==> src/rtl/edge_arb_pkg.sv <==
// edge_arb_pkg: shared types and helpers for the edge-triggered round-robin arbiter.
//   arb_state_e : FSM state encoding (IDLE, BUSY)
//   CNT_W       : width of the BUSY-cycle abort counter (EDGE_ARB_TIMEOUT_EN builds)
//   MAX_N       : largest supported requester count
//   rr_pick     : round-robin pick of the first pending index at or after a pointer
package edge_arb_pkg;

  typedef enum logic [0:0] {
    IDLE = 1'b0,
    BUSY = 1'b1
  } arb_state_e;

  localparam int CNT_W = 8;
  localparam int MAX_N = 16;

  // Search order is ptr, ptr+1, ..., wrapping at n. Returns 0 when nothing is
  // pending, so callers must qualify the result with |pend.
  function automatic logic [3:0] rr_pick(input logic [MAX_N-1:0] pend,
                                         input logic [3:0]       ptr,
                                         input int unsigned      n);
    logic [4:0] idx;
    logic       found;
    logic [3:0] pick;
    pick  = 4'd0;
    found = 1'b0;
    for (int off = 0; off < MAX_N; off++) begin
      if (off < int'(n)) begin
        idx = {1'b0, ptr} + 5'(off);
        if (idx >= 5'(n)) begin
          idx = idx - 5'(n);
        end else begin
          idx = idx;
        end
        if (!found && pend[idx[3:0]]) begin
          pick  = idx[3:0];
          found = 1'b1;
        end else begin
          pick = pick;
        end
      end else begin
        pick = pick;
      end
    end
    return pick;
  endfunction

endpackage

==> src/rtl/edge_req_arbiter_if.sv <==
// edge_req_arbiter_if: request/grant/handshake bundle of the arbiter.
//   req, done            : driven by requesters / shared resource (master side)
//   gnt, gnt_id, start,
//   busy, lost, timeout  : driven by the arbiter (slave side)
interface edge_req_arbiter_if #(
  parameter int N = 4
);
  localparam int GW = (N > 1) ? $clog2(N) : 1;

  logic [N-1:0]  req;
  logic          done;
  logic [N-1:0]  gnt;
  logic [GW-1:0] gnt_id;
  logic          start;
  logic          busy;
  logic [N-1:0]  lost;
  logic          timeout;

  modport master (
    output req, done,
    input  gnt, gnt_id, start, busy, lost, timeout
  );

  modport slave (
    input  req, done,
    output gnt, gnt_id, start, busy, lost, timeout
  );
endinterface

==> src/rtl/req_edge_det.sv <==
// req_edge_det: per-line rising-edge detector with a one-deep pending flag.
//   clk, rstn : clock, async active-low reset
//   req       : level request line
//   clr       : line is being granted this cycle
//   pend      : request event awaiting a grant
//   lost      : registered pulse, an event arrived while pend was already held
module req_edge_det (
  input  logic clk,
  input  logic rstn,
  input  logic req,
  input  logic clr,
  output logic pend,
  output logic lost
);

  logic req_q_r;
  logic pend_r;
  logic lost_r;
  logic rise_s;

  // req_q_r resets to 0, so a line already high at reset release counts as a rise.
  always_comb begin
    rise_s = req & ~req_q_r;
  end

  // Edge history, pending flag (a new rise beats a same-cycle clear) and overflow pulse.
  always_ff @(posedge clk or negedge rstn) begin
    if (!rstn) begin
      req_q_r <= 1'b0;
      pend_r  <= 1'b0;
      lost_r  <= 1'b0;
    end else begin
      req_q_r <= req;
      pend_r  <= rise_s | (pend_r & ~clr);
      lost_r  <= rise_s & pend_r & ~clr;
    end
  end

  assign pend = pend_r;
  assign lost = lost_r;

endmodule

==> src/rtl/edge_req_arbiter.sv <==
// edge_req_arbiter: round-robin scheduler for one single-transaction resource
// shared by N edge-signalled requesters.
//   clk, rstn : clock, async active-low reset
//   bus       : edge_req_arbiter_if.slave (req, done in; gnt, gnt_id, start,
//               busy, lost, timeout out)
// Optional build macro EDGE_ARB_TIMEOUT_EN: aborts a grant after TIMEOUT BUSY
// cycles without done; otherwise BUSY waits indefinitely and timeout stays 0.
module edge_req_arbiter
  import edge_arb_pkg::*;
#(
  parameter int N       = 4,
  parameter int TIMEOUT = 15
) (
  input logic             clk,
  input logic             rstn,
  edge_req_arbiter_if.slave bus
);

  localparam int GW = (N > 1) ? $clog2(N) : 1;

  arb_state_e    state_r;
  logic [N-1:0]  pend_s;
  logic [N-1:0]  clr_s;
  logic [N-1:0]  lost_s;
  logic [N-1:0]  gnt_r;
  logic [GW-1:0] gnt_id_r;
  logic [GW-1:0] ptr_r;
  logic [GW-1:0] next_ptr_s;
  logic          start_r;
  logic          busy_r;
  logic          timeout_r;
  logic [3:0]    pick_s;
  logic          grant_s;
  logic          to_hit_s;

  for (genvar i = 0; i < N; i++) begin : g_line
    req_edge_det u_det (
      .clk  (clk),
      .rstn (rstn),
      .req  (bus.req[i]),
      .clr  (clr_s[i]),
      .pend (pend_s[i]),
      .lost (lost_s[i])
    );
  end

  // Winner selection and the per-line clear that consumes its pending flag.
  always_comb begin
    pick_s  = rr_pick(MAX_N'(pend_s), 4'(ptr_r), N);
    grant_s = (state_r == IDLE) && (|pend_s);
    for (int i = 0; i < N; i++) begin
      clr_s[i] = grant_s && (pick_s == 4'(i));
    end
    if (gnt_id_r == GW'(N - 1)) begin
      next_ptr_s = '0;
    end else begin
      next_ptr_s = gnt_id_r + GW'(1);
    end
  end

`ifdef EDGE_ARB_TIMEOUT_EN
  logic [CNT_W-1:0] cnt_r;

  // Abort fires on the BUSY edge where the count would reach TIMEOUT.
  always_comb begin
    to_hit_s = (cnt_r == CNT_W'(TIMEOUT - 1));
  end

  // BUSY-cycle counter: cleared on entry to BUSY, counts cycles without done.
  always_ff @(posedge clk or negedge rstn) begin
    if (!rstn) begin
      cnt_r <= '0;
    end else if (grant_s) begin
      cnt_r <= '0;
    end else if ((state_r == BUSY) && !bus.done) begin
      cnt_r <= cnt_r + CNT_W'(1);
    end else begin
      cnt_r <= cnt_r;
    end
  end
`else
  // No abort path: BUSY lasts until done.
  always_comb begin
    to_hit_s = 1'b0;
  end
`endif

  // Arbiter FSM with registered grant outputs; done wins over a coincident abort.
  always_ff @(posedge clk or negedge rstn) begin
    if (!rstn) begin
      state_r   <= IDLE;
      ptr_r     <= '0;
      gnt_r     <= '0;
      gnt_id_r  <= '0;
      start_r   <= 1'b0;
      busy_r    <= 1'b0;
      timeout_r <= 1'b0;
    end else begin
      start_r   <= 1'b0;
      timeout_r <= 1'b0;
      case (state_r)
        IDLE: begin
          if (grant_s) begin
            state_r  <= BUSY;
            gnt_r    <= N'(1) << pick_s;
            gnt_id_r <= pick_s[GW-1:0];
            start_r  <= 1'b1;
            busy_r   <= 1'b1;
          end else begin
            state_r <= IDLE;
          end
        end
        BUSY: begin
          if (bus.done || to_hit_s) begin
            state_r   <= IDLE;
            gnt_r     <= '0;
            gnt_id_r  <= '0;
            busy_r    <= 1'b0;
            ptr_r     <= next_ptr_s;
            timeout_r <= ~bus.done;
          end else begin
            state_r <= BUSY;
          end
        end
        default: begin
          state_r  <= IDLE;
          gnt_r    <= '0;
          gnt_id_r <= '0;
          busy_r   <= 1'b0;
        end
      endcase
    end
  end

  assign bus.gnt     = gnt_r;
  assign bus.gnt_id  = gnt_id_r;
  assign bus.start   = start_r;
  assign bus.busy    = busy_r;
  assign bus.lost    = lost_s;
  assign bus.timeout = timeout_r;

endmodule

==> src/flat_wrapper.sv <==
// flat-port wrapper written by rule: the top's interface ports become plain ports
module edge_req_arbiter_flat import edge_arb_pkg::*;
#(
  parameter int N       = 4,
  parameter int TIMEOUT = 15
)
  (clk, rstn, bus_req, bus_done, bus_gnt, bus_gnt_id, bus_start, bus_busy, bus_lost, bus_timeout);
  edge_req_arbiter_if #(.N(N)) bus_i ();
  input logic clk;
  input logic rstn;
  input wire logic [$bits(bus_i.req)-1:0] bus_req;
  input wire logic [$bits(bus_i.done)-1:0] bus_done;
  output wire logic [$bits(bus_i.gnt)-1:0] bus_gnt;
  output wire logic [$bits(bus_i.gnt_id)-1:0] bus_gnt_id;
  output wire logic [$bits(bus_i.start)-1:0] bus_start;
  output wire logic [$bits(bus_i.busy)-1:0] bus_busy;
  output wire logic [$bits(bus_i.lost)-1:0] bus_lost;
  output wire logic [$bits(bus_i.timeout)-1:0] bus_timeout;
  assign bus_i.req = bus_req;
  assign bus_i.done = bus_done;
  assign bus_gnt = bus_i.gnt;
  assign bus_gnt_id = bus_i.gnt_id;
  assign bus_start = bus_i.start;
  assign bus_busy = bus_i.busy;
  assign bus_lost = bus_i.lost;
  assign bus_timeout = bus_i.timeout;
  edge_req_arbiter #(.N(N), .TIMEOUT(TIMEOUT)) u_core (.clk(clk), .rstn(rstn), .bus(bus_i));
endmodule
==> config.mk <==
export PLATFORM = sky130hd
export DESIGN_NAME = edge_req_arbiter_flat
export DESIGN_NICKNAME = d
export VERILOG_FILES = /design/src/rtl/edge_arb_pkg.sv /design/src/rtl/edge_req_arbiter_if.sv /design/src/rtl/req_edge_det.sv /design/src/rtl/edge_req_arbiter.sv /design/src/flat_wrapper.sv
export SDC_FILE = /design/constraint.sdc
export NUM_CORES = 1
export LEC_CHECK = 0
export BUFFER_PORTS_ARGS = -buffer_cell sky130_fd_sc_hd__buf_2
export CORE_ASPECT_RATIO = 0.7
export CORE_MARGIN = 2
export CORE_UTILIZATION = 42
export CTS_BUF_LIST = sky130_fd_sc_hd__clkbuf_16
export DETAILED_ROUTE_END_ITERATION = 12
export SKIP_LAST_GASP = 1
export SLEW_MARGIN = 40
export SYNTH_ARGS = -nofsm -noshare
export SYNTH_HDL_FRONTEND = slang
export SYNTH_SLANG_ARGS = --single-unit
==> constraint.sdc <==
create_clock -name clk -period 3.4 [get_ports clk]
set_input_delay 0.51 -clock clk [delete_from_list [all_inputs] [get_ports clk]]
set_output_delay 0.51 -clock clk [all_outputs]
set_load 0.005 [all_outputs]
==> results.md <==
- Fill cell total of the finished layout: approximately 250
- R2r worst-path depth: 8
- Most frequent cells after synthesis: sky130_fd_sc_hd__dfrtp_1, sky130_fd_sc_hd__nand2_1, sky130_fd_sc_hd__nor2_1
- Area growth from synthesis to layout: 12.22%
- Post-CTS setup buffers: 0
- Per-instance average area after synthesis: between 10 and 15 µm²
- Worst slew margin relative to its limit: around 60%
- IO Port Bufs: 18
- I/O Pins: 20
- Setup crit end kind: register
- Number of vias per cell after detailed routing: approximately 5.5
- Count of final max-slew check failures: 0
- Total of max-cap violations: 0
- Antenna violations before repair: 0
- Clock tree root driver cell: sky130_fd_sc_hd__clkbuf_16
- Prevailing post-synth register cell: sky130_fd_sc_hd__dfrtp_1
- Library cell occupying the most area in the post-synthesis netlist: sky130_fd_sc_hd__dfrtp_1
- Total of endpoints with negative setup slack in the final report: 0
- Maximum number of pins on one net before global-route repair: 24
- Critical path type: register to register
- Total routing resource utilization after global routing: 15.66%
- Initial cell density of the core: between 40 and 50%
- Final-layout setup total negative slack: 0 ns
- Worst-case hold slack: approximately 0.22 ns
- Final non-filler cell area: 0.001401 mm²
- Cts bufs inserted: 3
- Average routed wire per standard cell: approximately 15 µm
- R2r setup slk: 0.62 ns
- Clock Pin Slew Worst Setup and Hold Paths: 0.06 ns
- Via count of the first global-routing pass: about 880
- Clock Skew: between 0.001 and 0.0015 ns
- Net count after synthesis: between 100 and 150
- Highest attainable clock frequency: between 0.3 and 0.4 GHz
- Area of the mapped netlist: about 0.0012 mm²
- Floorplan die area: 0.003432 mm²
- Number of H-tree levels: 1
- Hold buffers post-CTS: 0
- Critical path data required time: ~3.5 ns
- Via count: 898
- Type of origin of the critical path: register
- Run status: complete, no violations
- Crit Reg-Reg Startpoint: u_core.ptr_r[0]$_DFFE_PN0P_
- Top-count cell post-synth: sky130_fd_sc_hd__dfrtp_1
- VDD IR-drop max: around 380 µV
- Post-detailed-placement cell area: between 0.001 and 0.0015 mm²
- Register bit total from synthesis: 23
- Global-route wire length before repair: approximately 4200 µm
- Final worst slack: roughly 0.62 ns
- Number of antenna-violating nets in the routed design: 0
- RSZ-0062 raised after global routing: false
- Cells taking the most area after synthesis: sky130_fd_sc_hd__dfrtp_1, sky130_fd_sc_hd__ha_1, sky130_fd_sc_hd__mux2i_1, sky130_fd_sc_hd__nand2_1, sky130_fd_sc_hd__buf_4
- Post-synth EDFFs: 0
- Sequential cell area fraction in the yosys report: about 46%
- Number of instances in the synthesized netlist: between 100 and 150
- Actual transition at the worst max-transition pin: just under 0.6 ns
- Routed Wire Length: ~2500 µm
- Critical Path AT: between 2 and 3 ns
- Total global routing overflow: 0
- Clock Sink Count: 23
- Final Wtd Congestion: 0.7266
- Leak Pwr: approximately 0.65 nW
- First-iteration detailed-routing DRC count: 37
- Clock tree from TritonCTS: yes
- Endpoint of the worst register-to-register path: u_core.g_line[3].u_det.pend$_DFF_PN0_
- Hold Vio Cnt, Final: 0
- Die height: 49.62 µm
- Final worst path period need: roughly 2.8 ns
- Layout cell share with drive strength beyond 1: about a quarter
- Resized Gates After CTS: 0
- Post-detailed-route DRC marker count: 0
- Maximum fanout count along the critical path: 13
- Net count of the finished layout: about 140
- Width of the die: between 60 and 70 µm
- Top-area cell type share of the netlist area: a little under half
- Clock insertion delay at the later pin of the skew report: about 0.25 ns
- Number of optimization iterations in the first detailed-route pass: 4
- Worst hold path class: input pin to async pin
- Number of rows created at floorplan: 16
- CTS max path bufs: 2
- Post-place setup slack: approximately 0.66 ns
- Final HPWL from detailed placement: around 1700 µm
- Core Area: roughly 0.0028 mm²
- Total design power: 1.295 mW
- Post-synthesis async set-or-reset flop share: 100.0%
- Period utilisation layout: just over 80%
- Power density relative to cell area: just over 900 mW/mm²
- Number of synthesis warnings: 0
- Antenna diode count: 0
- Number of distinct library cells after synthesis: 38
metal layers:
layer / share of wire (%) / global-route usage [%]
met5: 0 / 0
met4: 0.32 / 2.941
met3: 5.8 / 5.726
met2: 45 / 24.36
met1: 49 / 21.24
how the worst max path moves through the flow:
stage                                     start                                     to  slack, ns  cells after the start
detailed placement  u_core.ptr_r[0]$_DFFE_PN0P_  u_core.g_line[1].u_det.pend$_DFF_PN0_       0.66                      8
global placement    u_core.ptr_r[0]$_DFFE_PN0P_  u_core.g_line[1].u_det.pend$_DFF_PN0_       0.78                      8
floorplan           u_core.ptr_r[0]$_DFFE_PN0P_  u_core.g_line[1].u_det.lost$_DFF_PN0_       1.12                      9
CTS                 u_core.ptr_r[0]$_DFFE_PN0P_  u_core.g_line[3].u_det.pend$_DFF_PN0_       0.65                      8
global route        u_core.ptr_r[0]$_DFFE_PN0P_  u_core.g_line[3].u_det.pend$_DFF_PN0_       0.50                      8
finish              u_core.ptr_r[0]$_DFFE_PN0P_  u_core.g_line[3].u_det.pend$_DFF_PN0_       0.62                      8
through the flow:
step / utilization [%] / instances
6_report: 49.65 / 164
5_1_grt: 49.65 / 164
4_1_cts: 49.65 / 164
3_5_place_dp: 46.85 / 160
3_3_place_gp: 46.85 / 160
2_1_floorplan: - / 114
registers in the layout, indices dropped and copies added (netlist names):
register and count:
u_core.bus.busy 1, u_core.bus.gnt 4, u_core.bus.gnt_id 2, u_core.bus.start 1
u_core.g_line.u_det.lost 4, u_core.g_line.u_det.pend 4, u_core.g_line.u_det.req_q_r 4, u_core.ptr_r 2
u_core.state_r 1
cells by family after synthesis:
| group | Yosys count | synth area share [%] |
|---|---|---|
| mux | 10 | 8.817 |
| flops | 23 | 46.09 |
| compound gates | 25 | 17.14 |
| simple gates | 36 | 14.93 |
| fa+ha+maj | 6 | 6.012 |
| buf+inv | 13 | 6.713 |
| other cells | 1 | 0.3003 |
cell usage in the layout, fill, tap and decap left out, drive strengths merged:
master   instances
o31ai            3
and2             2
nand2b           1
a211oi           2
dfrtp           23
o41a             2
nor4             1
conb             1
or2              3
a31oi            5
a21oi            2
nor3             1
o41ai            1
o311ai           1
nor2b            5
inv              5
buf             19
o21ai            2
nand3            2
ha               6
mux2i            5
nor2             8
a32o             2
and3b            1
o32ai            1
nand3b           1
a21o             1
o311a            2
o2bb2ai          1
clkbuf           3
nand2           11
mux2             5
where the power goes:
part / switching, mW / leakage, nW / total [mW] / internal (mW)
logic: 0.350 / 0.334 / 0.618 / 0.268
clock network: 0.0875 / 0.0423 / 0.244 / 0.157
registers: 0.0934 / 0.278 / 0.433 / 0.340
critical path, stage by stage (launching register included):
cell,delay (ns)
sky130_fd_sc_hd__dfrtp_1,0.64
sky130_fd_sc_hd__inv_1,0.18
sky130_fd_sc_hd__ha_1,0.44
sky130_fd_sc_hd__mux2_1,0.24
sky130_fd_sc_hd__nand3_1,0.10
sky130_fd_sc_hd__a211oi_2,0.34
sky130_fd_sc_hd__o41ai_2,0.09
sky130_fd_sc_hd__buf_4,0.20
sky130_fd_sc_hd__o41a_1,0.41
cell type report:
class,instances,area (µm²),area share [%]
inverters,4,15.01,1.071
repair buffers,19,97.59,6.964
multi-input cells,78,589.3,42.05
clock inverters,1,3.754,0.2679
well taps,36,45.04,3.214
flip-flops and latches,23,575.6,41.07
clock buffers,3,75.07,5.357
Note: power is estimated with default switching activity, not from simulation.
